[config.mk]
export PLATFORM = sky130hd
export DESIGN_NAME = line_tx
export DESIGN_NICKNAME = d
export VERILOG_FILES = /design/src/rtl/line_tx.sv
export SDC_FILE = /design/constraint.sdc
export NUM_CORES = 1
export LEC_CHECK = 0
export CAP_MARGIN = 20
export CORE_MARGIN = 2
export CORE_UTILIZATION = 30
export CTS_BUF_LIST = sky130_fd_sc_hd__clkbuf_2 sky130_fd_sc_hd__clkbuf_4 sky130_fd_sc_hd__clkbuf_8
export CTS_CLUSTER_SIZE = 12
export DETAILED_ROUTE_END_ITERATION = 16
export GPL_TIMING_DRIVEN = 0
export MAX_ROUTING_LAYER = met4
export PLACE_DENSITY = 0.61
export SLEW_MARGIN = 0
export SYNTH_ARGS = -nofsm -noshare
export SYNTH_HDL_FRONTEND = slang
export SYNTH_SLANG_ARGS = --single-unit
[constraint.sdc]
create_clock -name i_clk -period 1.8 [get_ports i_clk]
set_input_delay 0.36 -clock i_clk [delete_from_list [all_inputs] [get_ports i_clk]]
set_output_delay 0.36 -clock i_clk [all_outputs]
set_load 0.05 [all_outputs]
[src/rtl/line_tx.sv]
// Byte-wide serial transmitter: one-deep holding register feeding a start/data/parity/stop
// shift stage advanced by an external bit-rate enable.
module line_tx #(
  parameter int unsigned STOP_BITS = 1
) (
  input  logic       i_clk,
  input  logic       i_rst_n,
  input  logic       i_clk_tx,
  input  logic [7:0] i_data,
  input  logic [1:0] i_verify_mode,
  input  logic       i_wr_n,
  input  logic       i_ce_n,
  input  logic       i_clear_int_n,
  output logic       o_tx_data,
  output logic       o_busy,
  output logic       o_tx_int,
  output logic       o_err
);

  localparam logic [2:0] ST_IDLE   = 3'd0;
  localparam logic [2:0] ST_START  = 3'd1;
  localparam logic [2:0] ST_DATA   = 3'd2;
  localparam logic [2:0] ST_PARITY = 3'd3;
  localparam logic [2:0] ST_STOP   = 3'd4;

  localparam logic STOP_LAST = (STOP_BITS == 2) ? 1'b1 : 1'b0;

  logic [2:0] state_q, state_d;
  logic [2:0] bit_cnt_q, bit_cnt_d;
  logic       stop_cnt_q, stop_cnt_d;
  logic [7:0] shift_q, shift_d;
  logic       par_en_q, par_en_d;
  logic       par_odd_q, par_odd_d;
  logic [7:0] hold_data_q, hold_data_d;
  logic [1:0] hold_mode_q, hold_mode_d;
  logic       hold_valid_q, hold_valid_d;
  logic       tx_q, tx_d;
  logic       tx_int_q, tx_int_d;
  logic       err_q, err_d;

  logic active, tick, load, set_int, set_err;

  always_comb begin
    state_d      = state_q;
    bit_cnt_d    = bit_cnt_q;
    stop_cnt_d   = stop_cnt_q;
    shift_d      = shift_q;
    par_en_d     = par_en_q;
    par_odd_d    = par_odd_q;
    hold_data_d  = hold_data_q;
    hold_mode_d  = hold_mode_q;
    hold_valid_d = hold_valid_q;
    tx_d         = tx_q;
    tx_int_d     = tx_int_q;
    err_d        = err_q;
    load         = 1'b0;
    set_int      = 1'b0;
    set_err      = 1'b0;
    active       = ~i_ce_n;
    tick         = i_clk_tx & active;

    case (state_q)
      ST_IDLE: begin
        if (hold_valid_q && active) begin
          load    = 1'b1;
          state_d = ST_START;
        end
      end
      ST_START: begin
        if (tick) begin
          state_d   = ST_DATA;
          bit_cnt_d = 3'd0;
        end
      end
      ST_DATA: begin
        if (tick) begin
          if (bit_cnt_q == 3'd7) begin
            bit_cnt_d  = 3'd0;
            stop_cnt_d = 1'b0;
            state_d    = par_en_q ? ST_PARITY : ST_STOP;
          end else begin
            bit_cnt_d = bit_cnt_q + 3'd1;
          end
        end
      end
      ST_PARITY: begin
        if (tick) begin
          state_d    = ST_STOP;
          stop_cnt_d = 1'b0;
        end
      end
      ST_STOP: begin
        if (tick) begin
          if (stop_cnt_q == STOP_LAST) begin
            set_int    = 1'b1;
            stop_cnt_d = 1'b0;
            if (hold_valid_q) begin
              load    = 1'b1;
              state_d = ST_START;
            end else begin
              state_d = ST_IDLE;
            end
          end else begin
            stop_cnt_d = 1'b1;
          end
        end
      end
      default: state_d = ST_IDLE;
    endcase

    if (load) begin
      shift_d      = hold_data_q;
      par_en_d     = ~hold_mode_q[1];
      par_odd_d    = hold_mode_q[0];
      hold_valid_d = 1'b0;
    end

    // A write in the same cycle as a load refills the slot the load just vacated.
    if (!i_wr_n && active) begin
      if (!hold_valid_q || load) begin
        hold_data_d  = i_data;
        hold_mode_d  = i_verify_mode;
        hold_valid_d = 1'b1;
      end else begin
        set_err = 1'b1;
      end
    end

    case (state_d)
      ST_START:  tx_d = 1'b0;
      ST_DATA:   tx_d = shift_d[bit_cnt_d];
      ST_PARITY: tx_d = par_odd_d ? ~^shift_d : ^shift_d;
      default:   tx_d = 1'b1;
    endcase

    if (set_int)             tx_int_d = 1'b1;
    else if (!i_clear_int_n) tx_int_d = 1'b0;
    if (set_err)             err_d    = 1'b1;
    else if (!i_clear_int_n) err_d    = 1'b0;
  end

  always_ff @(posedge i_clk or negedge i_rst_n) begin
    if (!i_rst_n) begin
      state_q      <= ST_IDLE;
      bit_cnt_q    <= '0;
      stop_cnt_q   <= 1'b0;
      shift_q      <= '0;
      par_en_q     <= 1'b0;
      par_odd_q    <= 1'b0;
      hold_data_q  <= '0;
      hold_mode_q  <= '0;
      hold_valid_q <= 1'b0;
      tx_q         <= 1'b1;
      tx_int_q     <= 1'b0;
      err_q        <= 1'b0;
    end else begin
      state_q      <= state_d;
      bit_cnt_q    <= bit_cnt_d;
      stop_cnt_q   <= stop_cnt_d;
      shift_q      <= shift_d;
      par_en_q     <= par_en_d;
      par_odd_q    <= par_odd_d;
      hold_data_q  <= hold_data_d;
      hold_mode_q  <= hold_mode_d;
      hold_valid_q <= hold_valid_d;
      tx_q         <= tx_d;
      tx_int_q     <= tx_int_d;
      err_q        <= err_d;
    end
  end

  assign o_tx_data = tx_q;
  assign o_busy    = hold_valid_q;
  assign o_tx_int  = tx_int_q;
  assign o_err     = err_q;

endmodule
==> results of run 1 <==
-- flip-flops by register name (all words and copies together) (netlist names), 2 cells and up --
name / count
state_q: 3
shift_q: 8
hold_data_q: 8
hold_mode_q: 2
bit_cnt_q: 3
-- worst max-delay path, stage by stage (launching register included) --
cell	delay [ns]
dfrtp_2	0.44
nor3b_4	0.24
nand2_2	0.08
a221o_1	0.30
buf_6	0.14
mux2i_1	0.12
or3b_1	0.37
a41oi_2	0.20
-- cell usage after synthesis, drive strengths merged --
| cell type | instances |
|---|---|
| buf | 4 |
| a31oi | 2 |
| o32ai | 1 |
| dfrtp | 29 |
| o21ai | 4 |
| xor2 | 4 |
| nand4 | 1 |
| nor3b | 1 |
| and2 | 1 |
| a21oi | 1 |
| a21boi | 1 |
| nor2b | 5 |
| nand4b | 1 |
| nand3 | 1 |
| xnor2 | 8 |
| mux2i | 3 |
| a221o | 1 |
| and3 | 1 |
| o211ai | 1 |
| a41oi | 1 |
| inv | 1 |
| xnor3 | 2 |
| nand2b | 2 |
| a32o | 2 |
| dfstp | 1 |
| nor2 | 3 |
| nor4 | 1 |
| nand2 | 8 |
| o2bb2ai | 2 |
| ha | 2 |
| mux2 | 21 |
| a2bb2oi | 1 |
| or3b | 1 |
-- cell type report --
class / count / area (um2) / area share
sequential: 30 / 753 / 0.347
multi-input combinational: 84 / 847 / 0.390
timing repair buffer: 36 / 338 / 0.155
clock inverter: 2 / 12.5 / 0.00576
buffer: 4 / 48.8 / 0.0225
clock buffer: 6 / 82.6 / 0.0380
inverter: 1 / 3.75 / 0.00173
tap: 70 / 87.6 / 0.0403
-- where the power goes --
group / leakage [nW] / internal, mW / total, mW / switching, mW
Sequential: 0.357 / 1.01 / 1.26 / 0.256
Clock: 0.0472 / 0.307 / 0.559 / 0.252
Combinational: 0.515 / 1.44 / 2.53 / 1.09
Total: 0.919 / 2.75 / 4.35 / 1.60
-- through the flow --
stage               hold WS (ns)  setup WS [ns]  instances  utilization  TNS [ns]
detailed placement         0.465         -0.737        208        0.371     -6.39
finish                     0.478         -0.186        233        0.428    -0.186
global route               0.512         -0.247        233        0.428    -0.458
CTS                        0.474         -0.167        224        0.401    -0.167
floorplan                 0.0644        -0.0679        118            -   -0.0679
global placement           0.453         -0.675        207        0.365     -9.28
-- metal layers --
metal / wire, um / vias to the layer above
li1: - / 515
met1: 1290 / 532
met2: 1730 / 21
met3: 92 / 6
met4: 54 / 0
met5: 0 / -
-- cells by family after synthesis --
| group | synth area share |
|---|---|
| DFF | 0.482 |
| and+or+nand+nor | 0.117 |
| muxes | 0.173 |
| AOI/OAI and AO/OA | 0.0897 |
| xor gates and xnor gates | 0.0962 |
| buffers and inverters | 0.0264 |
| adders and majority gates | 0.0160 |
-- path summary, 6_finish.rpt --
path	startpoint	to	slack [ns]	depth (start not counted)
max	state_q[2]$_DFF_PN0_	o_tx_data$_DFF_PN1_	-0.19	7
min	hold_mode_q[1]$_DFFE_PN0P_	par_en_q$_DFFE_PN0N_	0.48	1
max reg2reg	state_q[2]$_DFF_PN0_	o_tx_data$_DFF_PN1_	-0.19	7
min reg2reg	hold_mode_q[1]$_DFFE_PN0P_	par_en_q$_DFFE_PN0N_	0.48	1
max in group asynchronous	i_rst_n	bit_cnt_q[1]$_DFF_PN0_	0.79	2
min in group asynchronous	i_rst_n	hold_data_q[7]$_DFFE_PN0P_	0.49	1
-- repair_timing --
item,4_1_cts,5_1_grt
gates cloned,0,1
setup endpoints to repair,15,11
endpoints found under the hold margin,0,0
gates resized for setup,8,17
setup buffers,8,8
pin swaps,9,8
==> implementation parameters, run 1 <==
Parameter                              Value

Final layout
  Area of all placed cells without fillers ... roughly 2200 um2
  Most frequent standard cell in the layout excluding fill and tap cells ... dfrtp_1
  Signed area change from the synthesized netlist to the final layout ... 39.2%
  Fill count ... a little under 500
  Share of layout cells above drive strength 1 ... 0.399
  Highest-count cells in the layout ignoring fill and taps ... dfrtp_1 (28), mux2_2 (17), buf_4 (14), clkdlybuf4s50_1 (13), xnor2_1 (8)
  Final-stage net count ... between 150 and 200
  Antenna Cells ... 0

Global routing
  Global routing met2 resource utilization ... 0.205
  Layer with the highest usage after global routing ... met2
  Met3 usage ... 0.0332
  Initial antenna violation count ... 0
  Pin count of the biggest net entering global routing ... 19
  Number of global-route vias before repair ... between 1,000 and 1,500
  Met1 capacity usage during global routing ... 0.126
  Overflow after GRT ... 0
  GRT Overall Usage ... 0.118
  First-pass GRT wire length ... 5290 um

Synthesis
  YS warnings ... 0
  Cells after Synth ... 118
  Leading post-synthesis cells by cell area ... dfrtp_1 (46%), mux2_2 (12%), xnor2_1 (4.5%)
  Post-synth top area cell ... dfrtp_1
  Number of nets in the synthesized netlist ... 136
  Average footprint of a synthesized cell ... about 13 um2
  Register bit total from synthesis ... 30
  Unique cell type count in the Yosys netlist ... 38
  Sequential share of the synthesized area ... 0.482
  Netlist area before placement ... around 1600 um2
  Yosys top cell area share ... 0.465

Route
  Per-cell via count in the routed design ... between 4 and 5
  Starting DRC count in detailed routing ... just under 80
  Total DRC errors in the routed layout ... 0
  Total wirelength of the detailed-routed design ... ~3200 um
  Total via count after detailed routing ... roughly 1,100
  Number of search-and-repair iterations in the first detailed-routing pass ... 4
  Number of routed nets with antenna violations ... 0
  Routed length per instance ... approximately 14 um

Clock tree
  CTS Hold Buffers Added ... 0
  Number of buffers added by the clock tree synthesis step ... 5
  Clk pin slew, worst setup/hold paths ... around 0.07 ns
  Clock network latency to the later pin of the worst-skew pair ... around 0.28 ns
  H-tree lvl count ... 2
  Root buffer selected by CTS ... clkbuf_8
  CTS tree ... yes
  TritonCTS Sinks ... 30
  Max clock buf depth ... 2

STA
  Slew of the pin with the lowest slew margin ... 0.670 ns
  Relative slew margins ... 0.552
  Worst-case setup margin in the final layout ... -0.186 ns
  Endpoints failing setup ... 1
  Slew Limit Fails ... 0
  Final hold viol count ... 0
  Clock Skews ... ~0.012 ns
  Unrepaired setup endpoints after global routing ... yes
  F_max ... roughly 500 MHz
  Tcrit/Tclk final ... 1.10
  Minimum period implied by the final worst setup slack ... 1.99 ns

Floorplan
  Top Ports ... 20
  Y dimension of the die ... ~76 um
  Die width ... approximately 76 um
  Area of the core region ... between 5000 and 6000 um2
  Row cnt ... 26
  Die Outline Area ... a little under 6000 um2
  Initial Utilization ... 0.308

Worst setup path
  Worst Setup End Kind ... flop
  Startpoint Class ... flop
  CP Data Required Time ... 2.00 ns
  Arrival time at the worst endpoint ... roughly 2.2 ns
  Crit Path Category ... flop to flop
  Peak fanout along the critical path ... 5

Hold path
  Class of the tightest hold or removal check ... flop to flop

Flow run
  Max-cap check violation count ... 0

Power
  Overall power ... 4.35 mW
  Power density cells ... 2000 nW/um2
  Maximum resistive drop on vdd ... roughly 0.0010 V
  Leakage power of the design ... around 0.92 nW

Placed design
  Count of port buffers added during placement ... 19
  Placer Congestion ... 0.704
  Post-detail-place hpwl ... 2220 um
  Cell area after placement ... ~1900 um2

Run status
  Result of the run ... finished, violations left
  Failing checks ... setup timing
Power figures use the tool's default switching activity.
==> run 2, diff against run 1 <==
--- a/config.mk
+++ b/config.mk
@@ -9,7 +9,6 @@
 export CORE_MARGIN = 2
 export CORE_UTILIZATION = 30
 export CTS_BUF_LIST = sky130_fd_sc_hd__clkbuf_2 sky130_fd_sc_hd__clkbuf_4 sky130_fd_sc_hd__clkbuf_8
-export CTS_CLUSTER_SIZE = 12
 export DETAILED_ROUTE_END_ITERATION = 16
 export GPL_TIMING_DRIVEN = 0
 export MAX_ROUTING_LAYER = met4
==> results of run 2 <==
The final DEF is identical to that of run 1; final timing and power are the same.
==> run 3, diff against run 2 <==
--- a/config.mk
+++ b/config.mk
@@ -9,6 +9,7 @@
 export CORE_MARGIN = 2
 export CORE_UTILIZATION = 30
 export CTS_BUF_LIST = sky130_fd_sc_hd__clkbuf_2 sky130_fd_sc_hd__clkbuf_4 sky130_fd_sc_hd__clkbuf_8
+export CTS_CLUSTER_DIAMETER = 200
 export DETAILED_ROUTE_END_ITERATION = 16
 export GPL_TIMING_DRIVEN = 0
 export MAX_ROUTING_LAYER = met4
==> results of run 3 <==
The final DEF is identical to that of run 1; final timing and power are the same.
